$ cat src/rtl/alu_bus_master_if.sv
// Wishbone pipelined bus between the ALU bus master and the ALU slave.
// Signal names are seen from the master side (o_ = driven by master).
interface alu_bus_master_if;
   logic       o_wb_cyc;
   logic       o_wb_stb;
   logic       o_wb_we;
   logic [7:0] o_wb_addr;
   logic [7:0] o_wb_data;
   logic       i_wb_ack;
   logic       i_wb_stall;
   logic [7:0] i_wb_data;

   modport master (
      output o_wb_cyc, o_wb_stb, o_wb_we, o_wb_addr, o_wb_data,
      input  i_wb_ack, i_wb_stall, i_wb_data
   );

   modport slave (
      input  o_wb_cyc, o_wb_stb, o_wb_we, o_wb_addr, o_wb_data,
      output i_wb_ack, i_wb_stall, i_wb_data
   );
endinterface

$ cat src/rtl/alu_bus_master.sv
// Turns one ALU request into a Wishbone sequence (write A, write B, read result)
// and returns the read byte, or a timeout error, on a valid/ready response port.
module alu_bus_master #(
   parameter int TIMEOUT = 16
) (
   input  logic             i_clk,
   input  logic             reset,
   input  logic             i_req_valid,
   output logic             o_req_ready,
   input  logic [7:0]       i_req_a,
   input  logic [7:0]       i_req_b,
   input  logic [1:0]       i_req_wmask,
   input  logic [7:0]       i_req_raddr,
   output logic             o_rsp_valid,
   input  logic             i_rsp_ready,
   output logic [7:0]       o_rsp_data,
   output logic             o_rsp_err,
   alu_bus_master_if.master wb
);

   localparam logic [7:0] TMO_LIMIT = 8'(TIMEOUT);

   typedef enum logic [1:0] {
      IDLE  = 2'd0,
      ISSUE = 2'd1,
      WAIT  = 2'd2,
      RESP  = 2'd3
   } state_t;

   state_t     state_q, state_d;

   logic       q_we_q   [3];
   logic       q_we_d   [3];
   logic [7:0] q_addr_q [3];
   logic [7:0] q_addr_d [3];
   logic [7:0] q_data_q [3];
   logic [7:0] q_data_d [3];

   logic [1:0] n_req_q, n_req_d;
   logic [1:0] issue_idx_q, issue_idx_d;
   logic [1:0] ack_cnt_q, ack_cnt_d;
   logic [7:0] tmo_q, tmo_d;

   logic       cyc_q, cyc_d;
   logic       stb_q, stb_d;
   logic       we_q, we_d;
   logic [7:0] addr_q, addr_d;
   logic [7:0] wdata_q, wdata_d;
   logic       rsp_valid_q, rsp_valid_d;
   logic [7:0] rsp_data_q, rsp_data_d;
   logic       rsp_err_q, rsp_err_d;

   // Transfer list built from the incoming request, before it is latched.
   logic       slot_we   [3];
   logic [7:0] slot_addr [3];
   logic [7:0] slot_data [3];
   logic [1:0] slot_b_idx;
   logic [1:0] slot_r_idx;

   logic [1:0] next_idx;
   logic [1:0] ack_cnt_inc;
   logic [7:0] tmo_inc;

   assign next_idx    = issue_idx_q + 2'd1;
   assign ack_cnt_inc = ack_cnt_q + 2'd1;
   assign tmo_inc     = tmo_q + 8'd1;

   always_comb begin
      for (int i = 0; i < 3; i++) begin
         slot_we[i]   = 1'b0;
         slot_addr[i] = 8'h00;
         slot_data[i] = 8'h00;
      end
      slot_b_idx = {1'b0, i_req_wmask[0]};
      slot_r_idx = 2'(i_req_wmask[0]) + 2'(i_req_wmask[1]);

      if (i_req_wmask[0]) begin
         slot_we[0]   = 1'b1;
         slot_addr[0] = 8'h00;
         slot_data[0] = i_req_a;
      end
      if (i_req_wmask[1]) begin
         slot_we[slot_b_idx]   = 1'b1;
         slot_addr[slot_b_idx] = 8'h01;
         slot_data[slot_b_idx] = i_req_b;
      end
      slot_addr[slot_r_idx] = i_req_raddr;
   end

   always_comb begin
      state_d     = state_q;
      for (int i = 0; i < 3; i++) begin
         q_we_d[i]   = q_we_q[i];
         q_addr_d[i] = q_addr_q[i];
         q_data_d[i] = q_data_q[i];
      end
      n_req_d     = n_req_q;
      issue_idx_d = issue_idx_q;
      ack_cnt_d   = ack_cnt_q;
      tmo_d       = tmo_q;
      cyc_d       = cyc_q;
      stb_d       = stb_q;
      we_d        = we_q;
      addr_d      = addr_q;
      wdata_d     = wdata_q;
      rsp_valid_d = rsp_valid_q;
      rsp_data_d  = rsp_data_q;
      rsp_err_d   = rsp_err_q;

      case (state_q)
         IDLE: begin
            if (i_req_valid) begin
               for (int i = 0; i < 3; i++) begin
                  q_we_d[i]   = slot_we[i];
                  q_addr_d[i] = slot_addr[i];
                  q_data_d[i] = slot_data[i];
               end
               n_req_d     = slot_r_idx + 2'd1;
               issue_idx_d = 2'd0;
               ack_cnt_d   = 2'd0;
               tmo_d       = 8'd0;
               cyc_d       = 1'b1;
               stb_d       = 1'b1;
               we_d        = slot_we[0];
               addr_d      = slot_addr[0];
               wdata_d     = slot_data[0];
               state_d     = ISSUE;
            end
         end

         ISSUE, WAIT: begin
            if (stb_q && !wb.i_wb_stall) begin
               if (issue_idx_q == n_req_q - 2'd1) begin
                  stb_d   = 1'b0;
                  state_d = WAIT;
               end else begin
                  issue_idx_d = next_idx;
                  we_d        = q_we_q[next_idx];
                  addr_d      = q_addr_q[next_idx];
                  wdata_d     = q_data_q[next_idx];
               end
            end

            // An ack on the threshold cycle takes priority over the timeout.
            if (wb.i_wb_ack) begin
               ack_cnt_d = ack_cnt_inc;
               tmo_d     = 8'd0;
               if (ack_cnt_inc == n_req_q) begin
                  cyc_d       = 1'b0;
                  stb_d       = 1'b0;
                  we_d        = 1'b0;
                  rsp_valid_d = 1'b1;
                  rsp_data_d  = wb.i_wb_data;
                  rsp_err_d   = 1'b0;
                  state_d     = RESP;
               end
            end else begin
               tmo_d = tmo_inc;
               if (tmo_inc == TMO_LIMIT) begin
                  cyc_d       = 1'b0;
                  stb_d       = 1'b0;
                  we_d        = 1'b0;
                  rsp_valid_d = 1'b1;
                  rsp_data_d  = 8'h00;
                  rsp_err_d   = 1'b1;
                  state_d     = RESP;
               end
            end
         end

         RESP: begin
            if (i_rsp_ready) begin
               rsp_valid_d = 1'b0;
               state_d     = IDLE;
            end
         end

         default: state_d = IDLE;
      endcase
   end

   always_ff @(posedge i_clk) begin
      if (!reset) begin
         state_q     <= IDLE;
         for (int i = 0; i < 3; i++) begin
            q_we_q[i]   <= 1'b0;
            q_addr_q[i] <= 8'h00;
            q_data_q[i] <= 8'h00;
         end
         n_req_q     <= 2'd0;
         issue_idx_q <= 2'd0;
         ack_cnt_q   <= 2'd0;
         tmo_q       <= 8'd0;
         cyc_q       <= 1'b0;
         stb_q       <= 1'b0;
         we_q        <= 1'b0;
         addr_q      <= 8'h00;
         wdata_q     <= 8'h00;
         rsp_valid_q <= 1'b0;
         rsp_data_q  <= 8'h00;
         rsp_err_q   <= 1'b0;
      end else begin
         state_q     <= state_d;
         for (int i = 0; i < 3; i++) begin
            q_we_q[i]   <= q_we_d[i];
            q_addr_q[i] <= q_addr_d[i];
            q_data_q[i] <= q_data_d[i];
         end
         n_req_q     <= n_req_d;
         issue_idx_q <= issue_idx_d;
         ack_cnt_q   <= ack_cnt_d;
         tmo_q       <= tmo_d;
         cyc_q       <= cyc_d;
         stb_q       <= stb_d;
         we_q        <= we_d;
         addr_q      <= addr_d;
         wdata_q     <= wdata_d;
         rsp_valid_q <= rsp_valid_d;
         rsp_data_q  <= rsp_data_d;
         rsp_err_q   <= rsp_err_d;
      end
   end

   assign o_req_ready  = (state_q == IDLE);
   assign o_rsp_valid  = rsp_valid_q;
   assign o_rsp_data   = rsp_data_q;
   assign o_rsp_err    = rsp_err_q;
   assign wb.o_wb_cyc  = cyc_q;
   assign wb.o_wb_stb  = stb_q;
   assign wb.o_wb_we   = we_q;
   assign wb.o_wb_addr = addr_q;
   assign wb.o_wb_data = wdata_q;

endmodule
$ cat src/flat_wrapper.sv
// flat-port wrapper written by rule: the top's interface ports become plain ports
module alu_bus_master_flat 
#(
   parameter int TIMEOUT = 16
)
  (i_clk, reset, i_req_valid, o_req_ready, i_req_a, i_req_b, i_req_wmask, i_req_raddr, o_rsp_valid, i_rsp_ready, o_rsp_data, o_rsp_err, wb_o_wb_cyc, wb_o_wb_stb, wb_o_wb_we, wb_o_wb_addr, wb_o_wb_data, wb_i_wb_ack, wb_i_wb_stall, wb_i_wb_data);
  alu_bus_master_if wb_i ();
  input  logic i_clk;
  input  logic reset;
  input  logic i_req_valid;
  output logic o_req_ready;
  input  logic [7:0] i_req_a;
  input  logic [7:0] i_req_b;
  input  logic [1:0] i_req_wmask;
  input  logic [7:0] i_req_raddr;
  output logic o_rsp_valid;
  input  logic i_rsp_ready;
  output logic [7:0] o_rsp_data;
  output logic o_rsp_err;
  output wire logic [$bits(wb_i.o_wb_cyc)-1:0] wb_o_wb_cyc;
  output wire logic [$bits(wb_i.o_wb_stb)-1:0] wb_o_wb_stb;
  output wire logic [$bits(wb_i.o_wb_we)-1:0] wb_o_wb_we;
  output wire logic [$bits(wb_i.o_wb_addr)-1:0] wb_o_wb_addr;
  output wire logic [$bits(wb_i.o_wb_data)-1:0] wb_o_wb_data;
  input wire logic [$bits(wb_i.i_wb_ack)-1:0] wb_i_wb_ack;
  input wire logic [$bits(wb_i.i_wb_stall)-1:0] wb_i_wb_stall;
  input wire logic [$bits(wb_i.i_wb_data)-1:0] wb_i_wb_data;
  assign wb_o_wb_cyc = wb_i.o_wb_cyc;
  assign wb_o_wb_stb = wb_i.o_wb_stb;
  assign wb_o_wb_we = wb_i.o_wb_we;
  assign wb_o_wb_addr = wb_i.o_wb_addr;
  assign wb_o_wb_data = wb_i.o_wb_data;
  assign wb_i.i_wb_ack = wb_i_wb_ack;
  assign wb_i.i_wb_stall = wb_i_wb_stall;
  assign wb_i.i_wb_data = wb_i_wb_data;
  alu_bus_master #(.TIMEOUT(TIMEOUT)) u_core (.i_clk(i_clk), .reset(reset), .i_req_valid(i_req_valid), .o_req_ready(o_req_ready), .i_req_a(i_req_a), .i_req_b(i_req_b), .i_req_wmask(i_req_wmask), .i_req_raddr(i_req_raddr), .o_rsp_valid(o_rsp_valid), .i_rsp_ready(i_rsp_ready), .o_rsp_data(o_rsp_data), .o_rsp_err(o_rsp_err), .wb(wb_i));
endmodule
$ cat config.mk
export PLATFORM = sky130hd
export DESIGN_NAME = alu_bus_master_flat
export DESIGN_NICKNAME = d
export VERILOG_FILES = /design/src/rtl/alu_bus_master_if.sv /design/src/rtl/alu_bus_master.sv /design/src/flat_wrapper.sv
export SDC_FILE = /design/constraint.sdc
export NUM_CORES = 1
export LEC_CHECK = 0
export ABC_AREA = 1
export CORE_ASPECT_RATIO = 2
export CORE_MARGIN = 3
export CORE_UTILIZATION = 53
export DETAILED_ROUTE_END_ITERATION = 16
export GPL_TIMING_DRIVEN = 1
export PLACE_DENSITY_LB_ADDON = 0.15
export SLEW_MARGIN = 10
export SYNTH_ARGS = -nofsm -noshare
export SYNTH_HDL_FRONTEND = slang
export SYNTH_SLANG_ARGS = --single-unit
$ cat constraint.sdc
create_clock -name i_clk -period 3.2 [get_ports i_clk]
set_clock_uncertainty 0.2 [all_clocks]
set_input_delay 0.96 -clock i_clk [delete_from_list [all_inputs] [get_ports i_clk]]
set_output_delay 0.96 -clock i_clk [all_outputs]
set_load 0.05 [all_outputs]
==> impl_results.html, run 1 <==
<table>
<tr><th>Metric</th><th>Value</th></tr>
<tr><th colspan="2">Run status</th></tr>
<tr><td>Run status</td><td>finished, final reports clean</td></tr>
<tr><th colspan="2">Layout</th></tr>
<tr><td>Commonest cells after routing, fill and taps aside</td><td>sky130_fd_sc_hd__nand2_1, sky130_fd_sc_hd__clkdlybuf4s50_1, sky130_fd_sc_hd__nor2_1</td></tr>
<tr><td>Layout cell share with drive strength beyond 1</td><td>8.870%</td></tr>
<tr><td>Net total in the final layout</td><td>619</td></tr>
<tr><td>Area Growth Syn to Fin</td><td>26.16%</td></tr>
<tr><td>Filler cell count in the final layout</td><td>around 650</td></tr>
<tr><td>Finished Cell Area</td><td>around 5300 um2</td></tr>
<tr><td>Most common cell after layout, fill and taps aside</td><td>sky130_fd_sc_hd__nand2_1</td></tr>
<tr><td>Antenna fix cells</td><td>0</td></tr>
<tr><td>Non-filler instance count after layout</td><td>between 600 and 700</td></tr>
<tr><th colspan="2">Clocking</th></tr>
<tr><td>Insertion delay of the later-clocked pin in the worst-skew pair</td><td>0.35 ns</td></tr>
<tr><td>CTS buffer count</td><td>9</td></tr>
<tr><td>Total setup buffers inserted after CTS</td><td>0</td></tr>
<tr><td>Clock tree root driver cell</td><td>sky130_fd_sc_hd__clkbuf_16</td></tr>
<tr><td>H-tree lvl count</td><td>3</td></tr>
<tr><td>CTS tree</td><td>built</td></tr>
<tr><td>Count of instances resized after the clock tree is built</td><td>0</td></tr>
<tr><td>Clock-pin transition on the worst setup and hold timing paths</td><td>about 0.06 ns</td></tr>
<tr><td>Number of buffers added to fix hold violations after cts</td><td>0</td></tr>
<tr><td>Buffer depth of the longest clock path</td><td>2</td></tr>
<tr><td>Clock Sink Count</td><td>slightly below 90</td></tr>
<tr><th colspan="2">Setup path</th></tr>
<tr><td>Required arrival time at the worst endpoint</td><td>2.04 ns</td></tr>
<tr><td>Crit path arrival time</td><td>approximately 1.8 ns</td></tr>
<tr><td>Kind of critical path</td><td>flip-flop to output pin</td></tr>
<tr><td>Critical path launch point type</td><td>flip-flop</td></tr>
<tr><td>Category of the worst setup path capture point</td><td>output pin</td></tr>
<tr><td>Maximum fanout count along the critical path</td><td>4</td></tr>
<tr><th colspan="2">Placed design</th></tr>
<tr><td>Placed cells</td><td>653</td></tr>
<tr><td>Global placer's final weighted congestion</td><td>0.8666</td></tr>
<tr><td>DP Area</td><td>about 5000 um2</td></tr>
<tr><td>Pre-CTS setup slack</td><td>between 0.3 and 0.4 ns</td></tr>
<tr><td>Placed wire-length estimate after detailed placement</td><td>about 7 mm</td></tr>
<tr><td>PortBufs</td><td>69</td></tr>
<tr><th colspan="2">Yosys</th></tr>
<tr><td>Number of cells produced by synthesis</td><td>between 400 and 500</td></tr>
<tr><td>Synth Net Count</td><td>about 550</td></tr>
<tr><td>Share of synthesized area occupied by flip-flops and latches</td><td>51.60%</td></tr>
<tr><td>Compound-cell area share of the yosys netlist</td><td>15.17%</td></tr>
<tr><td>Netlist area before placement</td><td>4190 um2</td></tr>
<tr><td>Largest area contributor in the synthesized netlist</td><td>sky130_fd_sc_hd__edfxtp_1</td></tr>
<tr><td>Synth top area cells</td><td>sky130_fd_sc_hd__edfxtp_1, sky130_fd_sc_hd__dfxtp_1, sky130_fd_sc_hd__nand2_1, sky130_fd_sc_hd__nor2_1, sky130_fd_sc_hd__a21oi_1</td></tr>
<tr><td>Post-synthesis average cell area</td><td>8.414 um2</td></tr>
<tr><td>Area share of and/or/nand/nor cells after synthesis</td><td>between 20% and 30%</td></tr>
<tr><td>Fraction of synthesized cell area in xor and xnor cells</td><td>less than 1%</td></tr>
<tr><td>Largest family of logic cells by synthesized area</td><td>simple AND/OR/NAND/NOR gates</td></tr>
<tr><td>Fraction of synthesized cell area taken by the top area cell type</td><td>30.10%</td></tr>
<tr><td>Multiplexer share of the synthesized area</td><td>0%</td></tr>
<tr><td>Arithmetic-cell share of the synthesized area counting full adders, half adders and majority gates</td><td>around 2.7%</td></tr>
<tr><td>Flip-flop and latch count after synthesis</td><td>between 80 and 90</td></tr>
<tr><td>Yosys cell types</td><td>34</td></tr>
<tr><td>Count of yosys warnings during synthesis</td><td>0</td></tr>
<tr><th colspan="2">Drt</th></tr>
<tr><td>Detailed router's first-iteration violation count</td><td>around 220</td></tr>
<tr><td>Vias per Instance</td><td>5.312</td></tr>
<tr><td>Drc violations</td><td>0</td></tr>
<tr><td>Length of the first detailed-routing pass in iterations</td><td>4</td></tr>
<tr><td>Number of antenna-violating nets in the routed design</td><td>0</td></tr>
<tr><td>Routed length per placed instance</td><td>14.80 um</td></tr>
<tr><td>Total length of routed wires</td><td>roughly 9.9 mm</td></tr>
<tr><td>Vias</td><td>around 3,600</td></tr>
<tr><th colspan="2">Die</th></tr>
<tr><td>Initial Utilization</td><td>a little over half</td></tr>
<tr><td>Chip Width</td><td>just under 70 um</td></tr>
<tr><td>Placeable core region</td><td>between 7000 and 8000 um2</td></tr>
<tr><td>Die area</td><td>about 9000 um2</td></tr>
<tr><td>Vert. Die Dim</td><td>about 130 um</td></tr>
<tr><td>I/O Pins</td><td>70</td></tr>
<tr><td>Placement row count</td><td>45</td></tr>
<tr><th colspan="2">Global routing</th></tr>
<tr><td>Vias in the first global route</td><td>approximately 3,600</td></tr>
<tr><td>Combined global-route utilization of all metal layers</td><td>23.84%</td></tr>
<tr><td>Global route total overflow</td><td>0</td></tr>
<tr><td>Antenna violations before repair</td><td>0</td></tr>
<tr><td>Pin count of the biggest net entering global routing</td><td>45</td></tr>
<tr><td>First-pass GRT wire length</td><td>between 15 and 20 mm</td></tr>
<tr><th colspan="2">Power and ir drop</th></tr>
<tr><td>Combinational power share</td><td>about a fifth</td></tr>
<tr><td>Power per cell area</td><td>approximately 550 nW/um2</td></tr>
<tr><td>Part of the total power dissipated in sequential elements</td><td>between 40 and 50%</td></tr>
<tr><td>Psw</td><td>between 0.8 and 0.9 mW</td></tr>
<tr><td>Fraction of power spent switching nets</td><td>30.80%</td></tr>
<tr><td>Internal power</td><td>~2.0 mW</td></tr>
<tr><td>Leakage</td><td>between 2 and 2.5 nW</td></tr>
<tr><td>Power share of the clock group</td><td>33.9%</td></tr>
<tr><td>Worst voltage drop across the vdd grid</td><td>0.3732 mV</td></tr>
<tr><th colspan="2">STA</th></tr>
<tr><td>Final cycle utilization of the critical path</td><td>just over 90%</td></tr>
<tr><td>Setup WS post-layout</td><td>about 0.22 ns</td></tr>
<tr><td>Number of hold violations in the final report</td><td>0</td></tr>
<tr><td>Total negative setup slack</td><td>0 ns</td></tr>
<tr><td>Highest clock frequency the design can meet</td><td>about 0.34 GHz</td></tr>
<tr><td>Fin. max-slew vios</td><td>0</td></tr>
<tr><td>Transition time of the tightest slew-check pin</td><td>approximately 0.9 ns</td></tr>
<tr><td>RSZ-0062 raised after global routing</td><td>no</td></tr>
<tr><td>Rel. slew slack</td><td>roughly 41%</td></tr>
<tr><td>Worst slack on hold paths</td><td>approximately 0.26 ns</td></tr>
<tr><td>Min Clock Period, post-route</td><td>~3.0 ns</td></tr>
<tr><td>Setup Viol. Count Final</td><td>0</td></tr>
<tr><th colspan="2">Hold path</th></tr>
<tr><td>Path category of the worst min-delay check</td><td>flip-flop to flip-flop</td></tr>
<tr><th colspan="2">Run</th></tr>
<tr><td>Number of violations of the max-capacitance limit</td><td>0</td></tr>
</table>
## cell families after synthesis
kind of cell | Yosys count
simple gates | 212
fa+ha+maj | 9
flops | 87
compound gates | 113
xor+xnor | 3
buf+inv | 74
## cells in the mapped netlist
library cell               instances
sky130_fd_sc_hd__nand2_1          95
sky130_fd_sc_hd__nor2_1           61
sky130_fd_sc_hd__inv_1            51
sky130_fd_sc_hd__dfxtp_1          45
sky130_fd_sc_hd__a21oi_1          44
sky130_fd_sc_hd__edfxtp_1         42
sky130_fd_sc_hd__o21ai_0          34
sky130_fd_sc_hd__nand3_1          18
sky130_fd_sc_hd__a22oi_1          17
sky130_fd_sc_hd__nor3_1           12
sky130_fd_sc_hd__buf_2             9
sky130_fd_sc_hd__ha_1              9
sky130_fd_sc_hd__clkbuf_1          8
sky130_fd_sc_hd__o21ai_1           8
sky130_fd_sc_hd__nand2_2           5
sky130_fd_sc_hd__nor2_2            5
sky130_fd_sc_hd__a31oi_1           4
sky130_fd_sc_hd__nand3_2           4
sky130_fd_sc_hd__nand4_1           4
sky130_fd_sc_hd__inv_2             3
sky130_fd_sc_hd__o22ai_1           3
sky130_fd_sc_hd__buf_4             2
sky130_fd_sc_hd__nand2_8           2
sky130_fd_sc_hd__nor2_4            2
sky130_fd_sc_hd__xnor2_1           2
sky130_fd_sc_hd__a21oi_4           1
sky130_fd_sc_hd__clkinv_1          1
sky130_fd_sc_hd__nand2_4           1
sky130_fd_sc_hd__nand2b_1          1
sky130_fd_sc_hd__nand3b_1          1
sky130_fd_sc_hd__o211a_1           1
sky130_fd_sc_hd__o21bai_1          1
sky130_fd_sc_hd__or2_2             1
sky130_fd_sc_hd__xor2_1            1
## per-stage QoR
step                      util (%)  total power, mW
after floorplan                  -            1.723
after global placement       65.34            1.931
after detailed placement     65.34            1.943
after CTS                    69.04            2.924
after global routing         69.04            3.033
final                        69.04            2.903
## sequential cells by signal (all words and copies together) (netlist names), 2 cells and up
name and flops:
u_core.ack_cnt_q 2, u_core.issue_idx_q 2, u_core.n_req_q 2, u_core.o_rsp_data 8, u_core.q_addr_q 24, u_core.q_data_q 16
u_core.q_we_q 2, u_core.state_q 2, u_core.tmo_q 8, u_core.wb.o_wb_addr 8, u_core.wb.o_wb_data 8
## path summary, 6_finish.rpt
check	start	end	slack [ns]	cells after the start
worst max-delay path	u_core.state_q[1]	o_req_ready	0.22	3
worst min-delay path	u_core.o_rsp_data[1]	u_core.o_rsp_data[1]	0.26	2
worst max register to register	u_core.state_q[0]	u_core.tmo_q[5]	0.86	9
worst min register to register	u_core.o_rsp_data[1]	u_core.o_rsp_data[1]	0.26	2
## worst max-delay path, cell delays in order, from the launching register on
cell	delay, ns
sky130_fd_sc_hd__dfxtp_1	0.33
sky130_fd_sc_hd__inv_1	0.08
sky130_fd_sc_hd__ha_1	0.23
sky130_fd_sc_hd__clkdlybuf4s50_1	0.83
## power by group through the flow
stage / clock (mW) / sequential, mW / combinational, mW
floorplan: 0 / 1.45 / 0.276
global placement: 0 / 1.33 / 0.599
detailed placement: 0 / 1.33 / 0.608
CTS: 1.00 / 1.31 / 0.611
global route: 1.05 / 1.32 / 0.664
finish: 0.984 / 1.31 / 0.607
## routing by layer
layer / routed length [um] / global-route usage [%] / part of all wire, % / up-vias
met5: 0 / 0 / 0 / -
met4: 192 / 9.555 / 1.9 / 0
met3: 522 / 5.631 / 5.3 / 15
met2: 5495 / 42.77 / 56 / 97
met1: 3690 / 25.37 / 37 / 1636
li1: - / - / - / 1806
## cell type report
type / instances / area [um2] / share of cell area, %
inverters: 55 / 206.4 / 3.905
well taps: 94 / 117.6 / 2.225
multi-input cells: 337 / 1732 / 32.76
repair buffers: 80 / 785.8 / 14.86
clock inverters: 7 / 57.56 / 1.089
clock buffers: 9 / 225.2 / 4.260
flip-flops and latches: 87 / 2162 / 40.90
Note: power is estimated with default switching activity, not from simulation.
==> inputs of run 2 (changes only) <==
CORE_UTILIZATION = 52   (was 53)
==> run 2 against run 1 <==
Die area increased by 1.8%. Hold slack got worse by 0.0043 ns. Final cell count increased by 0.30%. Critical path depth unchanged. Sequential power about the same. Register-to-register slack got worse by 0.03 ns. Via count increased by 2.5%. Clock power about the same. Wire length increased by 4.1%.
==> impl_results.html, run 2 (synthesized netlist as in run 1, its figures left out) <==
<table>
<tr><th>Metric</th><th>Value</th></tr>
<tr><th colspan="2">Layout</th></tr>
<tr><td>Area Growth Syn to Fin</td><td>26.49%</td></tr>
<tr><td>Antenna fix cells</td><td>0</td></tr>
<tr><td>Regs by FF count</td><td>u_core.q_addr_q (24), u_core.q_data_q (16)</td></tr>
<tr><td>Largest Register</td><td>u_core.q_addr_q</td></tr>
<tr><td>Commonest cells after routing, fill and taps aside</td><td>sky130_fd_sc_hd__nand2_1, sky130_fd_sc_hd__clkdlybuf4s50_1, sky130_fd_sc_hd__nor2_1</td></tr>
<tr><td>Number of flip-flops under the largest register name</td><td>24</td></tr>
<tr><td>Most common cell after layout, fill and taps aside</td><td>sky130_fd_sc_hd__nand2_1</td></tr>
<tr><td>Net total in the final layout</td><td>between 600 and 700</td></tr>
<tr><td>Layout cell share with drive strength beyond 1</td><td>just under 9%</td></tr>
<tr><td>Non-filler instance count after layout</td><td>671</td></tr>
<tr><th colspan="2">Setup path</th></tr>
<tr><td>Critical R2R Launch</td><td>u_core.state_q[1]</td></tr>
<tr><td>Destination of the worst register-to-register timing path</td><td>u_core.wb.o_wb_data[2]</td></tr>
<tr><td>Category of the worst setup path capture point</td><td>output pin</td></tr>
<tr><td>Number of cells on the worst reg-to-reg path</td><td>9</td></tr>
<tr><td>Worst setup path startpoint</td><td>u_core.state_q[1]</td></tr>
<tr><td>Kind of critical path</td><td>flip-flop to output pin</td></tr>
<tr><td>Maximum fanout count along the critical path</td><td>4</td></tr>
<tr><td>Required arrival time at the worst endpoint</td><td>roughly 2.0 ns</td></tr>
<tr><td>Crit path arrival time</td><td>1.81 ns</td></tr>
<tr><td>Critical path launch point type</td><td>flip-flop</td></tr>
<tr><td>Register-to-register setup slack</td><td>about 0.83 ns</td></tr>
<tr><th colspan="2">Placed design</th></tr>
<tr><td>PortBufs</td><td>69</td></tr>
<tr><td>Placed wire-length estimate after detailed placement</td><td>just over 7 mm</td></tr>
<tr><td>Placed cells</td><td>655</td></tr>
<tr><td>Global placer's final weighted congestion</td><td>between 0.8 and 0.9</td></tr>
<tr><th colspan="2">Global routing</th></tr>
<tr><td>Global route total overflow</td><td>0</td></tr>
<tr><td>First-pass GRT wire length</td><td>approximately 17 mm</td></tr>
<tr><td>Antenna violations before repair</td><td>0</td></tr>
<tr><td>Pin count of the biggest net entering global routing</td><td>between 40 and 50</td></tr>
<tr><td>Combined global-route utilization of all metal layers</td><td>23.00%</td></tr>
<tr><td>Vias in the first global route</td><td>3,652</td></tr>
<tr><th colspan="2">STA</th></tr>
<tr><td>Final cycle utilization of the critical path</td><td>92.78%</td></tr>
<tr><td>Min Clock Period, post-route</td><td>just under 3 ns</td></tr>
<tr><td>Setup Viol. Count Final</td><td>0</td></tr>
<tr><td>Transition time of the tightest slew-check pin</td><td>around 0.51 ns</td></tr>
<tr><td>Total negative setup slack</td><td>0 ns</td></tr>
<tr><td>RSZ-0062 raised after global routing</td><td>no</td></tr>
<tr><td>Highest clock frequency the design can meet</td><td>0.3368 GHz</td></tr>
<tr><td>Fin. max-slew vios</td><td>0</td></tr>
<tr><td>Rel. slew slack</td><td>roughly 66%</td></tr>
<tr><td>Number of hold violations in the final report</td><td>0</td></tr>
<tr><th colspan="2">Power and ir drop</th></tr>
<tr><td>Worst voltage drop across the vdd grid</td><td>around 0.43 mV</td></tr>
<tr><td>Power per cell area</td><td>about 550 nW/um2</td></tr>
<tr><td>Leakage</td><td>2.098 nW</td></tr>
<tr><th colspan="2">Run</th></tr>
<tr><td>Number of violations of the max-capacitance limit</td><td>0</td></tr>
<tr><th colspan="2">Die</th></tr>
<tr><td>Chip Width</td><td>69.48 um</td></tr>
<tr><td>I/O Pins</td><td>70</td></tr>
<tr><td>Vert. Die Dim</td><td>around 130 um</td></tr>
<tr><td>Initial Utilization</td><td>a little over half</td></tr>
<tr><td>Placeable core region</td><td>slightly below 8000 um2</td></tr>
<tr><td>Die area</td><td>a little over 9000 um2</td></tr>
<tr><td>Placement row count</td><td>45</td></tr>
<tr><th colspan="2">Drt</th></tr>
<tr><td>Total length of routed wires</td><td>between 10 and 15 mm</td></tr>
<tr><td>Routed length per placed instance</td><td>between 15 and 20 um</td></tr>
<tr><td>Vias</td><td>3,644</td></tr>
<tr><td>Number of antenna-violating nets in the routed design</td><td>0</td></tr>
<tr><td>Length of the first detailed-routing pass in iterations</td><td>5</td></tr>
<tr><td>Detailed router's first-iteration violation count</td><td>around 170</td></tr>
<tr><td>Vias per Instance</td><td>approximately 5.4</td></tr>
<tr><td>Drc violations</td><td>0</td></tr>
<tr><th colspan="2">Clocking</th></tr>
<tr><td>Total setup buffers inserted after CTS</td><td>0</td></tr>
<tr><td>Clock-pin transition on the worst setup and hold timing paths</td><td>0.06 ns</td></tr>
<tr><td>Clock tree root driver cell</td><td>sky130_fd_sc_hd__clkbuf_16</td></tr>
<tr><td>Clock Sink Count</td><td>87</td></tr>
<tr><td>H-tree lvl count</td><td>3</td></tr>
<tr><td>Number of buffers added to fix hold violations after cts</td><td>0</td></tr>
<tr><td>Count of instances resized after the clock tree is built</td><td>0</td></tr>
<tr><td>CTS buffer count</td><td>9</td></tr>
<tr><td>Buffer depth of the longest clock path</td><td>2</td></tr>
<tr><td>CTS tree</td><td>built</td></tr>
<tr><td>Insertion delay of the later-clocked pin in the worst-skew pair</td><td>~0.34 ns</td></tr>
<tr><th colspan="2">Hold path</th></tr>
<tr><td>Min-delay src</td><td>u_core.o_rsp_data[6]</td></tr>
<tr><td>Hold path endpoint</td><td>u_core.o_rsp_data[6]</td></tr>
<tr><td>Hold path depth</td><td>2</td></tr>
<tr><td>Path category of the worst min-delay check</td><td>flip-flop to flip-flop</td></tr>
<tr><th colspan="2">Run status</th></tr>
<tr><td>Run status</td><td>finished, final reports clean</td></tr>
</table>
==> run 2: area by class of cell <==
cell class / count / area, um2
fillers: 637 / 2414
well taps: 94 / 117.6
clock inverters: 5 / 48.80
multi-input cells: 337 / 1732
flip-flops and latches: 87 / 2162
repair buffers: 82 / 800.8
clock buffers: 11 / 232.7
inverters: 55 / 206.4
==> run 2: power by group <==
part / total [mW] / switching (mW) / internal [mW]
registers: 1.31 / 0.0481 / 1.26
logic: 0.620 / 0.404 / 0.216
clock network: 1.00 / 0.401 / 0.598
==> run 2: metrics by stage <==
step	power, mW	utilization, %	hold slack [ns]	cell area [um2]	worst slack (ns)
after floorplan	1.723	-	0.2522	4190	0.5541
after global placement	1.937	65.06	0.2478	5019	0.3114
after detailed placement	1.951	65.06	0.2506	5019	0.2780
after CTS	2.952	68.71	0.2601	5300	0.2326
after global routing	3.052	68.71	0.2795	5300	0.1731
final	2.931	68.71	0.2580	5300	0.2311
==> run 2: worst max-delay path by stage <==
stage	endpoint	slack (ns)	cells after the start
after floorplan	u_core.q_addr_q[0][0]	0.55	2
after global placement	u_core.wb.o_wb_data[3]	0.31	8
after detailed placement	u_core.q_data_q[1][6]	0.28	7
final	o_req_ready	0.23	3
after global routing	o_req_ready	0.17	3
after CTS	o_req_ready	0.23	3
==> run 2: metal layers <==
layer | global-route usage, % | share of wire [%]
met3 | 4.183 | 3.8
met5 | 0 | 0
met2 | 44.26 | 57
met4 | 9.022 | 2.0
met1 | 23.88 | 38
==> run 2: critical path, stage by stage, from the launching register on <==
cell and delay (ns):
sky130_fd_sc_hd__dfxtp_1 0.33, sky130_fd_sc_hd__inv_1 0.08, sky130_fd_sc_hd__ha_1 0.24, sky130_fd_sc_hd__clkdlybuf4s50_1 0.83
